==> src/rtl/servant_dbus_xbar.sv <==
// Address-decoded Wishbone crossbar from the serv data bus to NUM_SLAVES slaves.
// Optional error capture registers are enabled by SERVANT_DBUS_XBAR_ERRCAP_EN.
module servant_dbus_xbar #(
    parameter int unsigned NUM_SLAVES   = 4,
    parameter int unsigned SEL_MSB      = 31,
    parameter int unsigned SEL_LSB      = 30,
    parameter logic [31:0] SLV_ACK_MASK = 32'h0000_0001,
    parameter int unsigned TIMEOUT      = 255
) (
    input  logic                     i_clk,
    input  logic                     i_rst,
`ifdef SERVANT_DBUS_XBAR_ERRCAP_EN
    input  logic                     i_err_clr,
    output logic                     o_err_flag,
    output logic [31:0]              o_err_adr,
`endif
    input  logic [31:0]              i_wb_cpu_adr,
    input  logic [31:0]              i_wb_cpu_dat,
    input  logic [3:0]               i_wb_cpu_sel,
    input  logic                     i_wb_cpu_we,
    input  logic                     i_wb_cpu_cyc,
    output logic [31:0]              o_wb_cpu_rdt,
    output logic                     o_wb_cpu_ack,
    output logic                     o_wb_cpu_err,
    output logic [31:0]              o_wb_slv_adr,
    output logic [31:0]              o_wb_slv_dat,
    output logic [3:0]               o_wb_slv_sel,
    output logic                     o_wb_slv_we,
    output logic [NUM_SLAVES-1:0]    o_wb_slv_cyc,
    input  logic [32*NUM_SLAVES-1:0] i_wb_slv_rdt,
    input  logic [NUM_SLAVES-1:0]    i_wb_slv_ack
);

    localparam int unsigned SelW = SEL_MSB - SEL_LSB + 1;
    localparam int unsigned CntW = (TIMEOUT > 1) ? $clog2(TIMEOUT) : 1;

    typedef enum logic [1:0] {
        StIdle,
        StActive,
        StDone
    } state_e;

    state_e          state_q, state_d;
    logic [SelW-1:0] idx_q, idx_d;
    logic [CntW-1:0] cnt_q, cnt_d;
    logic [31:0]     rdt_q, rdt_d;
    logic            err_q, err_d;

    logic [SelW-1:0] adr_idx;
    logic            sel_ack;
    logic            sel_self;
    logic [31:0]     sel_rdt;
    logic            timeout_hit;

    assign adr_idx = i_wb_cpu_adr[SEL_MSB:SEL_LSB];

    // Per-slave view of the currently latched index.
    always_comb begin
        sel_ack  = 1'b0;
        sel_self = 1'b0;
        sel_rdt  = '0;
        for (int n = 0; n < NUM_SLAVES; n++) begin
            if (idx_q == SelW'(n)) begin
                sel_ack  = i_wb_slv_ack[n];
                sel_self = SLV_ACK_MASK[n];
                sel_rdt  = i_wb_slv_rdt[32*n +: 32];
            end
        end
    end

    assign timeout_hit = (TIMEOUT != 0) && (32'(cnt_q) == TIMEOUT - 32'd1);

    always_comb begin
        state_d = state_q;
        idx_d   = idx_q;
        cnt_d   = cnt_q;
        rdt_d   = rdt_q;
        err_d   = err_q;
        unique case (state_q)
            StIdle: begin
                if (i_wb_cpu_cyc) begin
                    idx_d = adr_idx;
                    cnt_d = '0;
                    if (32'(adr_idx) < NUM_SLAVES) begin
                        state_d = StActive;
                    end else begin
                        state_d = StDone;
                        err_d   = 1'b1;
                        rdt_d   = '0;
                    end
                end
            end
            StActive: begin
                cnt_d = cnt_q + 1'b1;
                if (!i_wb_cpu_cyc) begin
                    // Master abandoned the cycle: drop it silently.
                    state_d = StIdle;
                    cnt_d   = '0;
                end else if (!sel_self || sel_ack) begin
                    state_d = StDone;
                    rdt_d   = sel_rdt;
                    err_d   = 1'b0;
                end else if (timeout_hit) begin
                    state_d = StDone;
                    rdt_d   = '0;
                    err_d   = 1'b1;
                end
            end
            StDone: begin
                state_d = StIdle;
                cnt_d   = '0;
                err_d   = 1'b0;
            end
            default: begin
                state_d = StIdle;
            end
        endcase
    end

    always_ff @(posedge i_clk) begin
        if (i_rst) begin
            state_q <= StIdle;
            idx_q   <= '0;
            cnt_q   <= '0;
            rdt_q   <= '0;
            err_q   <= 1'b0;
        end else begin
            state_q <= state_d;
            idx_q   <= idx_d;
            cnt_q   <= cnt_d;
            rdt_q   <= rdt_d;
            err_q   <= err_d;
        end
    end

    always_comb begin
        o_wb_slv_cyc = '0;
        if (state_q == StActive) begin
            for (int n = 0; n < NUM_SLAVES; n++) begin
                o_wb_slv_cyc[n] = (idx_q == SelW'(n));
            end
        end
    end

    assign o_wb_cpu_ack = (state_q == StDone);
    assign o_wb_cpu_err = err_q;
    assign o_wb_cpu_rdt = rdt_q;
    assign o_wb_slv_adr = i_wb_cpu_adr;
    assign o_wb_slv_dat = i_wb_cpu_dat;
    assign o_wb_slv_sel = i_wb_cpu_sel;
    assign o_wb_slv_we  = i_wb_cpu_we;

`ifdef SERVANT_DBUS_XBAR_ERRCAP_EN
    logic        err_flag_q, err_flag_d;
    logic [31:0] err_adr_q, err_adr_d;
    logic        err_entry;

    assign err_entry = (state_d == StDone) && err_d;

    always_comb begin
        err_flag_d = err_flag_q;
        err_adr_d  = err_adr_q;
        if (i_err_clr) begin
            err_flag_d = 1'b0;
        end
        if (err_entry) begin
            err_flag_d = 1'b1;
            err_adr_d  = i_wb_cpu_adr;
        end
    end

    always_ff @(posedge i_clk) begin
        if (i_rst) begin
            err_flag_q <= 1'b0;
            err_adr_q  <= '0;
        end else begin
            err_flag_q <= err_flag_d;
            err_adr_q  <= err_adr_d;
        end
    end

    assign o_err_flag = err_flag_q;
    assign o_err_adr  = err_adr_q;
`endif

endmodule
==> config.mk <==
export PLATFORM = sky130hd
export DESIGN_NAME = servant_dbus_xbar
export DESIGN_NICKNAME = d
export VERILOG_FILES = /design/src/rtl/servant_dbus_xbar.sv
export SDC_FILE = /design/constraint.sdc
export NUM_CORES = 1
export LEC_CHECK = 0
export ABC_AREA = 1
export CAP_MARGIN = 20
export CORE_AREA = 4 4 119 121
export CTS_CLUSTER_DIAMETER = 80
export DETAILED_ROUTE_END_ITERATION = 6
export DIE_AREA = 0 0 123 125
export PLACE_DENSITY = 0.69
export SLEW_MARGIN = 20
export SYNTH_ARGS = -nofsm -noshare
export SYNTH_HDL_FRONTEND = slang
export SYNTH_SLANG_ARGS = --single-unit
==> constraint.sdc <==
create_clock -name i_clk -period 1.5 [get_ports i_clk]
set_input_delay 0.225 -clock i_clk [delete_from_list [all_inputs] [get_ports i_clk]]
set_output_delay 0.225 -clock i_clk [all_outputs]
set_load 0.03 [all_outputs]
==> results of run 1 <==
state kept, by name, summed over array words and instances (netlist names):
signal	flops
cnt_q	8
idx_q	2
o_wb_cpu_err	1
o_wb_cpu_rdt	32
state_q	2
kinds of logic (layout without fill, tap and decap cells):
group | Yosys count | count (layout) | synth area share [%]
buffers and inverters | 214 | 341 | 29.2
AO/OA/AOI/OAI | 79 | 79 | 11.7
AND/OR/NAND/NOR | 313 | 313 | 34.7
adder cells (fa/ha/maj) | 2 | 2 | 0.661
flip-flops | 45 | 45 | 23.8
final timing paths:
check                                     start  slack [ns]                            end  depth (start not counted)
setup / recovery          idx_q[0]$_SDFFE_PP0P_       0.009  o_wb_cpu_rdt[10]$_SDFFE_PP0P_                         10
hold / removal                 i_wb_cpu_adr[24]        0.45               o_wb_slv_adr[24]                          0
setup reg to reg          idx_q[0]$_SDFFE_PP0P_       0.009  o_wb_cpu_rdt[10]$_SDFFE_PP0P_                         10
hold reg to reg   o_wb_cpu_rdt[17]$_SDFFE_PP0P_        0.48  o_wb_cpu_rdt[17]$_SDFFE_PP0P_                          2
metrics by stage:
stage	setup slack [ns]	TNS (ns)	power, mW	instances	hold slack [ns]
2_1_floorplan	0.121	0	2.27	653	0.294
3_3_place_gp	-0.0747	-1.48	2.65	938	0.450
3_5_place_dp	-0.107	-2.30	2.65	938	0.450
4_1_cts	0.000772	0	4.14	947	0.450
5_1_grt	-0.0612	-1.54	4.40	956	0.450
6_report	0.00887	0	4.16	956	0.450
final cells by class:
cell class / instances / share of cell area, %
clock inverter: 3 / 1.17
clock buffer: 5 / 2.12
timing repair buffer: 218 / 37.7
sequential: 45 / 15.4
multi-input combinational: 394 / 32.3
inverter: 115 / 7.53
tap: 176 / 3.73
layout by cell type (no fill, tap or decap), types with 2 or more instances in the layout:
cell             count
a21oi_1             13
a21oi_2             17
buf_12               9
buf_4               28
buf_6               11
bufinv_16            2
clkbuf_16            8
clkdlybuf4s50_1    133
dfxtp_1             41
dfxtp_2              3
dlygate4sd2_1       33
ha_1                 2
inv_1              109
inv_2                2
inv_4                3
nand2_1            197
nand2_2              7
nand2_8              3
nand3_1             50
nor2_1              31
nor2_2               2
nor2_4               4
nor3_4               2
o21ai_0             43
o21ai_1              4
or2_2               13
critical path, delay by kind of cell (launching register included):
kind	cells	cell delay (ns)
buffers and inverters	3	0.39
and+or+nand+nor	7	0.63
DFF	1	0.36
layer usage:
metal | routed length, um | share of wire, % | global-route usage, %
met5 | 0 | 0 | 0
met4 | 445 | 3.3 | 6.25
met3 | 1160 | 8.6 | 4.65
met2 | 6430 | 48 | 27.9
met1 | 5340 | 40 | 17.8
power breakdown:
part	switching [mW]	internal, mW
Sequential	0.0288	1.25
Combinational	0.716	0.699
Clock	0.509	0.962
Total	1.25	2.91
what timing repair did:
item,in CTS,in global routing
gates resized for setup,48,33
hold buffers,0,0
endpoints found under the setup margin,44,33
pin swaps,2,5
setup buffers,3,5
gates cloned,0,4
==> metrics, run 1 <==
die width 123 um; Cell Area, Placed 0.00544 mm2; crit end category flop; Final GP Congestion 0.828; RSZ-0062 raised after global routing true; clock buffer depth 2; post-synth top area cell dfxtp_1; most frequent cell after synthesis nand2_1; Rows 42; Arrival @ worst endpoint 1.68 ns; DRT iter0 DRCs 163; MaxCap Viol Count 0; Vias 4068; crit path launch type flop; Max H-tree Level 2; Die Area 0.0154 mm2; Pleak 2.97 nW; Max Fclk 671 MHz; TritonCTS Buffers 5; Synth top cells by count 204 x nand2_1, 112 x inv_1, 71 x buf_4; worst clock skew 0.00880 ns; WS Path Type reg -> reg; Final Cell Area 0.00590 mm2; Slew HR 77.0%; post-synthesis net count 859; Vias per Instance 4.26; FF+latch area 908 um2; Post-Syn Instances 653; Hold Fails Final Rpt 0; drt total wl 13.4 mm; Synth Warn # 0; clock sink count 45; max-slew violation count 0; Initial Utilization 28.9%; Post-Syn Area per Cell 5.80 um2; largest net degree at the start of global routing 34; Pwr per Cell Area 706 mW/mm2; initial antenna violation count 0; dpl hpwl 10.1 mm; first-pass GRT wire length 19.3 mm; FF+latch count, synth 45; Slew @ Worst Pin 0.347 ns; sequential area share after synthesis 23.8%; Crit path largest cell delay 0.36 ns; I/O Pins 311; EDFF count, synth 0; vias in the first global route 3841; Netlist Area Pre-Place 0.00379 mm2; Most used DFF post-synth dfxtp_1; drt pass-1 iters 4; Root Driver clkbuf_16; Tcrit/Tclk final 99.4%; Reg clk slew, reported paths 0.07 ns; worst skew pair latency 0.29 ns; critical path, cell by cell buf_6, nor2_4, nand2_4, clkinv_4, nand2_8, nand2_8, clkbuf_16, nand2_1, nand2_1, nor2_1; post-synthesis cell type count 26; DR WL/cell 14.0 um; status complete, no violations; Yosys top cell area share 23.8%; Setup Viol. Count Final 0; CTS tree done; worst min path class in -> out; FILL cells 1353; Antenna Cells 0; worst vdd ir 0.479 mV; share of cells above drive strength 1 15.4%; critical path's slowest cell dfxtp_4; Vert. Die Dim 125 um; fin nets 985; Worst Path Required 1.69 ns; DR DRC count 0; GRT Util Overall 15.9%; synthesis-to-layout area growth 55.7%; critical path peak fanout 8; ANT nets after route 0; multi-input logic area 0.00191 mm2; Post-synth ARST share 0%; core area 0.0131 mm2; remaining global-route overflow 0; min Tclk post-route 1.49 ns; top area cells in the synthesized netlist dfxtp_1 24%, nand2_1 20%, buf_4 14%, inv_1 11%, nand3_1 6.6%; I/O Buffers 173; Finished Core Util 45.1%
No activity file was read; power rests on OpenSTA's default activity.
==> run 2, diff against run 1 <==
--- a/config.mk
+++ b/config.mk
@@ -11,7 +11,7 @@
 export CTS_CLUSTER_DIAMETER = 80
 export DETAILED_ROUTE_END_ITERATION = 6
 export DIE_AREA = 0 0 123 125
-export PLACE_DENSITY = 0.69
+export PLACE_DENSITY = 0.73
 export SLEW_MARGIN = 20
 export SYNTH_ARGS = -nofsm -noshare
 export SYNTH_HDL_FRONTEND = slang
==> constraint.sdc (replaced) <==
create_clock -name i_clk -period 1.9 [get_ports i_clk]
set_input_delay 0.285 -clock i_clk [delete_from_list [all_inputs] [get_ports i_clk]]
set_output_delay 0.285 -clock i_clk [all_outputs]
set_load 0.03 [all_outputs]
==> run 2 against run 1 <==
Effect of this change:
- non-clock buffer count fell by 27
- count of clock-buffer cells in the layout rose by 1
- worst setup slack improved by 0.086 ns
- design area fell by 7.3%
- critical path depth fell by 6
- total power fell by 28%
- sequential cell count did not move
- routed wire length fell by 7.8%
- via count fell by 2.7%
- combinational power fell by 30%
- first-iteration DRC count fell by 37%
- worst hold slack improved by 0.029 ns
==> metrics, run 2 (synthesized netlist as in run 1, its figures left out) <==
Rows 42; Crit path top cell by count buf_12; clock sink count 45; drt total wl 12.3 mm; Initial Utilization 28.9%; max-slew violation count 0; Hold Fails Final Rpt 0; Reg clk slew, reported paths 0.07 ns; crit path launch type flop; ANT nets after route 0; most frequent cells in the layout 203 x nand2_1, 168 x clkdlybuf4s50_1, 112 x inv_1; WS Path Type reg -> out; worst min path class reg -> reg; final non-filler cell total 929; drt pass-1 iters 4; I/O Pins 311; Vert. Die Dim 125 um; RSZ-0062 raised after global routing false; TritonCTS Buffers 5; Arrival @ worst endpoint 1.52 ns; Slew @ Worst Pin 0.389 ns; Pleak 2.62 nW; DR WL/cell 13.3 um; Antenna Cells 0; remaining global-route overflow 0; Vias per Instance 4.26; Setup Viol. Count Final 0; CTS tree done; vias in the first global route 3637; I/O Buffers 173; GRT Util Overall 15.4%; worst vdd ir 0.385 mV; Vias 3958; most common cell after layout, fill and taps aside nand2_1; status complete, no violations; max reg flops 32; Max H-tree Level 2; core area 0.0131 mm2; Root Driver clkbuf_16; share of cells above drive strength 1 9.16%; # Post-CTS Setup Buffers 0; clock buffer depth 2; Slew HR 74.0%; Crit path largest cell delay 0.45 ns; critical path, cell by cell nand2_2, buf_12, nor2_1, buf_12; worst skew pair latency 0.28 ns; Tcrit/Tclk final 95.0%; Final GP Congestion 0.823; Die Area 0.0154 mm2; placed cell count 921; synthesis-to-layout area growth 44.3%; dpl hpwl 9.83 mm; Cell Area, Placed 0.00528 mm2; Max Fclk 554 MHz; Tot Pwr 3.01 mW; Pwr per Cell Area 551 mW/mm2; critical path peak fanout 41; Final Cell Area 0.00546 mm2; critical path's slowest cell dfxtp_2; Worst Path Required 1.62 ns; Hold-fix buffers, CTS 0; min Tclk post-route 1.81 ns; FILL cells 1384; crit end category output port; worst clock skew 0.00725 ns; DRT iter0 DRCs 103; initial antenna violation count 0; fin nets 958; largest net degree at the start of global routing 42; die width 123 um; MaxCap Viol Count 0; first-pass GRT wire length 18.6 mm; setup_tns 0 ns; DR DRC count 0
==> run 2: cell count changes in the layout (fill, tap and decap cells not counted), moves of 6 or more <==
cell and delta:
buf_4 -13, buf_6 -11, a21oi_1 +6, dlygate4sd2_1 -33
a21oi_2 -6, nand2_1 +6, clkdlybuf4s50_1 +35
==> run 2: cell type report <==
cell class	instances	area [um2]	area share, %
clock buffers	6	129	2.36
clock inverters	2	38.8	0.710
inverters	115	433	7.92
multi-input cells	394	1790	32.8
flip-flops and latches	45	902	16.5
well taps	176	220	4.03
repair buffers	191	1950	35.6
==> run 2: path summary, 6_finish.rpt <==
kind | from | end | slack, ns | depth (start not counted)
worst min-delay path | o_wb_cpu_rdt[17]$_SDFFE_PP0P_ | o_wb_cpu_rdt[17]$_SDFFE_PP0P_ | 0.48 | 2
worst max-delay path | idx_q[1]$_SDFFE_PP0P_ | o_wb_slv_cyc[3] | 0.09 | 4
worst min register to register | o_wb_cpu_rdt[17]$_SDFFE_PP0P_ | o_wb_cpu_rdt[17]$_SDFFE_PP0P_ | 0.48 | 2
worst max register to register | idx_q[0]$_SDFFE_PP0P_ | o_wb_cpu_rdt[22]$_SDFFE_PP0P_ | 0.31 | 9
==> run 2: metrics by stage <==
stage	hold WS, ns	setup WS (ns)	util (%)
finish	0.479	0.0944	41.8
global route	0.520	0.00123	41.8
CTS	0.485	0.0187	41.7
detailed placement	0.468	0.121	40.4
global placement	0.462	0.113	40.4
floorplan	0.354	0.279	-
==> run 2: repair_timing <==
item / 4_1_cts / 5_1_grt
setup endpoints to repair: 1 / 3
endpoints found under the hold margin: 0 / 0
gates resized for setup: 1 / 3
pin swaps: 0 / 0
==> run 2: critical path: cells and delay by family (launching register included) <==
family | cells | cell delay, ns
flip-flops | 1 | 0.45
AND/OR/NAND/NOR | 2 | 0.41
buffers and inverters | 2 | 0.37
==> run 2: report_power, final <==
group	switching, mW	internal [mW]	total [mW]	leakage (nW)
Sequential	0.0281	0.985	1.01	0.366
Combinational	0.498	0.499	0.997	2.18
Clock	0.377	0.624	1.00	0.0810
Total	0.904	2.11	3.01	2.62
==> run 2: metal layers <==
layer,GRT usage [%],part of all wire [%],vias to the layer above
met5,0,0,-
met1,16.7,39,1667
met3,4.20,9.4,48
met2,27.7,47,152
li1,-,-,2091
met4,6.58,4.2,0
==> run 3, diff against run 2 <==
--- a/config.mk
+++ b/config.mk
@@ -7,11 +7,11 @@
 export LEC_CHECK = 0
 export ABC_AREA = 1
 export CAP_MARGIN = 20
-export CORE_AREA = 4 4 119 121
+export CORE_AREA = 2 2 121 123
 export CTS_CLUSTER_DIAMETER = 80
 export DETAILED_ROUTE_END_ITERATION = 6
 export DIE_AREA = 0 0 123 125
-export PLACE_DENSITY = 0.73
+export PLACE_DENSITY = 0.69
 export SLEW_MARGIN = 20
 export SYNTH_ARGS = -nofsm -noshare
 export SYNTH_HDL_FRONTEND = slang
==> run 3 against run 2 <==
Effect of this change:
- design area is 1.5% lower
- core utilization shrank 3.9 points
- combinational power fell by 2%
- fmax is 5.3% higher
- sequential cell count unchanged
- sequential share of layout area grew 0.25 points
- sequential power about the same
- via count grew 0.63%
- total power decreased by 3.1%
- worst setup slack improved by 0.092 ns
- final cell count grew 1.1%
- critical path type is now in -> out
- largest cell class unchanged
==> metrics, run 3 (synthesized netlist as in run 1, its figures left out) <==
max-slew violation count 0; reg-to-reg startpoint idx_q[0]$_SDFFE_PP0P_; worst clock skew 0.00509 ns; setup_tns 0 ns; worst min path class reg -> reg; Final GP Congestion 0.787; Initial Utilization 26.7%; most frequent cells in the layout 203 x nand2_1, 168 x clkdlybuf4s50_1, 112 x inv_1; CTS tree done; # Post-CTS Setup Buffers 0; Cell Area, Placed 0.00523 mm2; DR DRC count 0; TritonCTS Buffers 5; crit end category output port; Crit path largest cell delay 0.67 ns; reg-to-reg slack, setup 0.28 ns; worst vdd ir 0.319 mV; Finished Core Util 37.9%; clock sink count 45; drt total wl 12.3 mm; initial antenna violation count 0; vias in the first global route 3721; Pwr per Cell Area 542 mW/mm2; WS Path Type in -> out; Worst path top cell family by delay buffers and inverters; R2R cell count 8; share of cells above drive strength 1 9.27%; Hold Fails Final Rpt 0; core area 0.0142 mm2; dpl hpwl 9.94 mm; Vias 3983; Clk pwr share 31.6%; Die Area 0.0154 mm2; ANT nets after route 0; Slew HR 67.3%; clock buffer depth 2; Vias per Instance 4.24; Vert. Die Dim 125 um; status complete, no violations; Rows 44; Root Driver clkbuf_16; Crit path top cell by count clkdlybuf4s50_1; Reg clk slew, reported paths 0.07 ns; NetSw 947 uW; die width 123 um; DR WL/cell 13.1 um; drt pass-1 iters 4; Buf/Inv on CP 2; MaxCap Viol Count 0; combinational share of power 33.6%; Max Fclk 583 MHz; GRT Util Overall 15.9%; fin nets 960; RSZ-0062 raised after global routing false; remaining global-route overflow 0; final non-filler cell total 939; most common cell after layout, fill and taps aside nand2_1; largest net degree at the start of global routing 40; Worst Setup SP i_wb_cpu_adr[31]; Worst Path Required 1.62 ns; Tot Pwr 2.92 mW; critical path's slowest cell clkdlybuf4s50_1; DRT iter0 DRCs 158; Antenna Cells 0; Pint 1.97 mW; placed cell count 931; end of the worst hold path cnt_q[7]$_SDFFE_PP0P_; max reg flops 32; Hold Crit Depth 2; Max H-tree Level 2; Final Cell Area 0.00538 mm2; I/O Buffers 173; Flop pwr share 34.8%; Arrival @ worst endpoint 1.43 ns; Crit Reg-Reg Endpoint o_wb_cpu_rdt[27]$_SDFFE_PP0P_; first-pass GRT wire length 19.0 mm; worst skew pair latency 0.29 ns; Slew @ Worst Pin 0.489 ns; min Tclk post-route 1.71 ns; Pleak 2.58 nW; Hold Startpoint cnt_q[7]$_SDFFE_PP0P_; synthesis-to-layout area growth 42.1%; critical path, cell by cell clkdlybuf4s50_1, clkdlybuf4s50_1; I/O Pins 311; Tcrit/Tclk final 90.2%; critical path peak fanout 2; crit path launch type input port; switch share 32.4%; Setup Viol. Count Final 0
==> run 3: final cells by class <==
type                    instances  area (um2)
clock buffers                   5         125
clock inverters                 3        25.0
fillers                      1578        8820
inverters                     115         433
multi-input cells             394        1780
flip-flops and latches         45         902
well taps                     184         230
repair buffers                193        1880
==> run 3: worst max path at each step <==
stage	to	slack, ns	cells past startpoint
after floorplan	o_wb_slv_cyc[2]	0.28	3
after global placement	o_wb_slv_adr[31]	0.19	2
after detailed placement	o_wb_slv_adr[30]	0.18	2
after CTS	o_wb_slv_cyc[3]	0.09	4
after global routing	o_wb_cpu_rdt[27]$_SDFFE_PP0P_	0.08	8
final	o_wb_slv_adr[31]	0.19	2
==> run 3: layer usage <==
metal	vias up	global-route usage, %	share of wire (%)
li1	2096	-	-
met1	1673	18.4	40
met2	171	27.1	47
met3	43	4.61	9.3
met4	0	6.55	3.9
met5	-	0	0
==> run 3: what timing repair did <==
item | CTS | global route
setup endpoints to repair | 1 | 1
gates resized for setup | 1 | 1
hold buffers | 0 | 0
==> run 3: per-stage QoR <==
stage / setup WS (ns) / hold slack [ns]
finish: 0.186 / 0.485
global route: 0.0812 / 0.526
CTS: 0.0871 / 0.481
detailed placement: 0.177 / 0.470
global placement: 0.189 / 0.465
floorplan: 0.279 / 0.354
==> run 3: power by group through the flow <==
| stage | logic (mW) | registers (mW) | clock network [mW] |
|---|---|---|---|
| after global routing | 1.09 | 1.02 | 1.01 |
| after floorplan | 0.694 | 1.10 | 0 |
| after CTS | 0.999 | 1.02 | 0.965 |
| final | 0.980 | 1.01 | 0.924 |
| after global placement | 0.993 | 1.03 | 0 |
| after detailed placement | 0.996 | 1.04 | 0 |
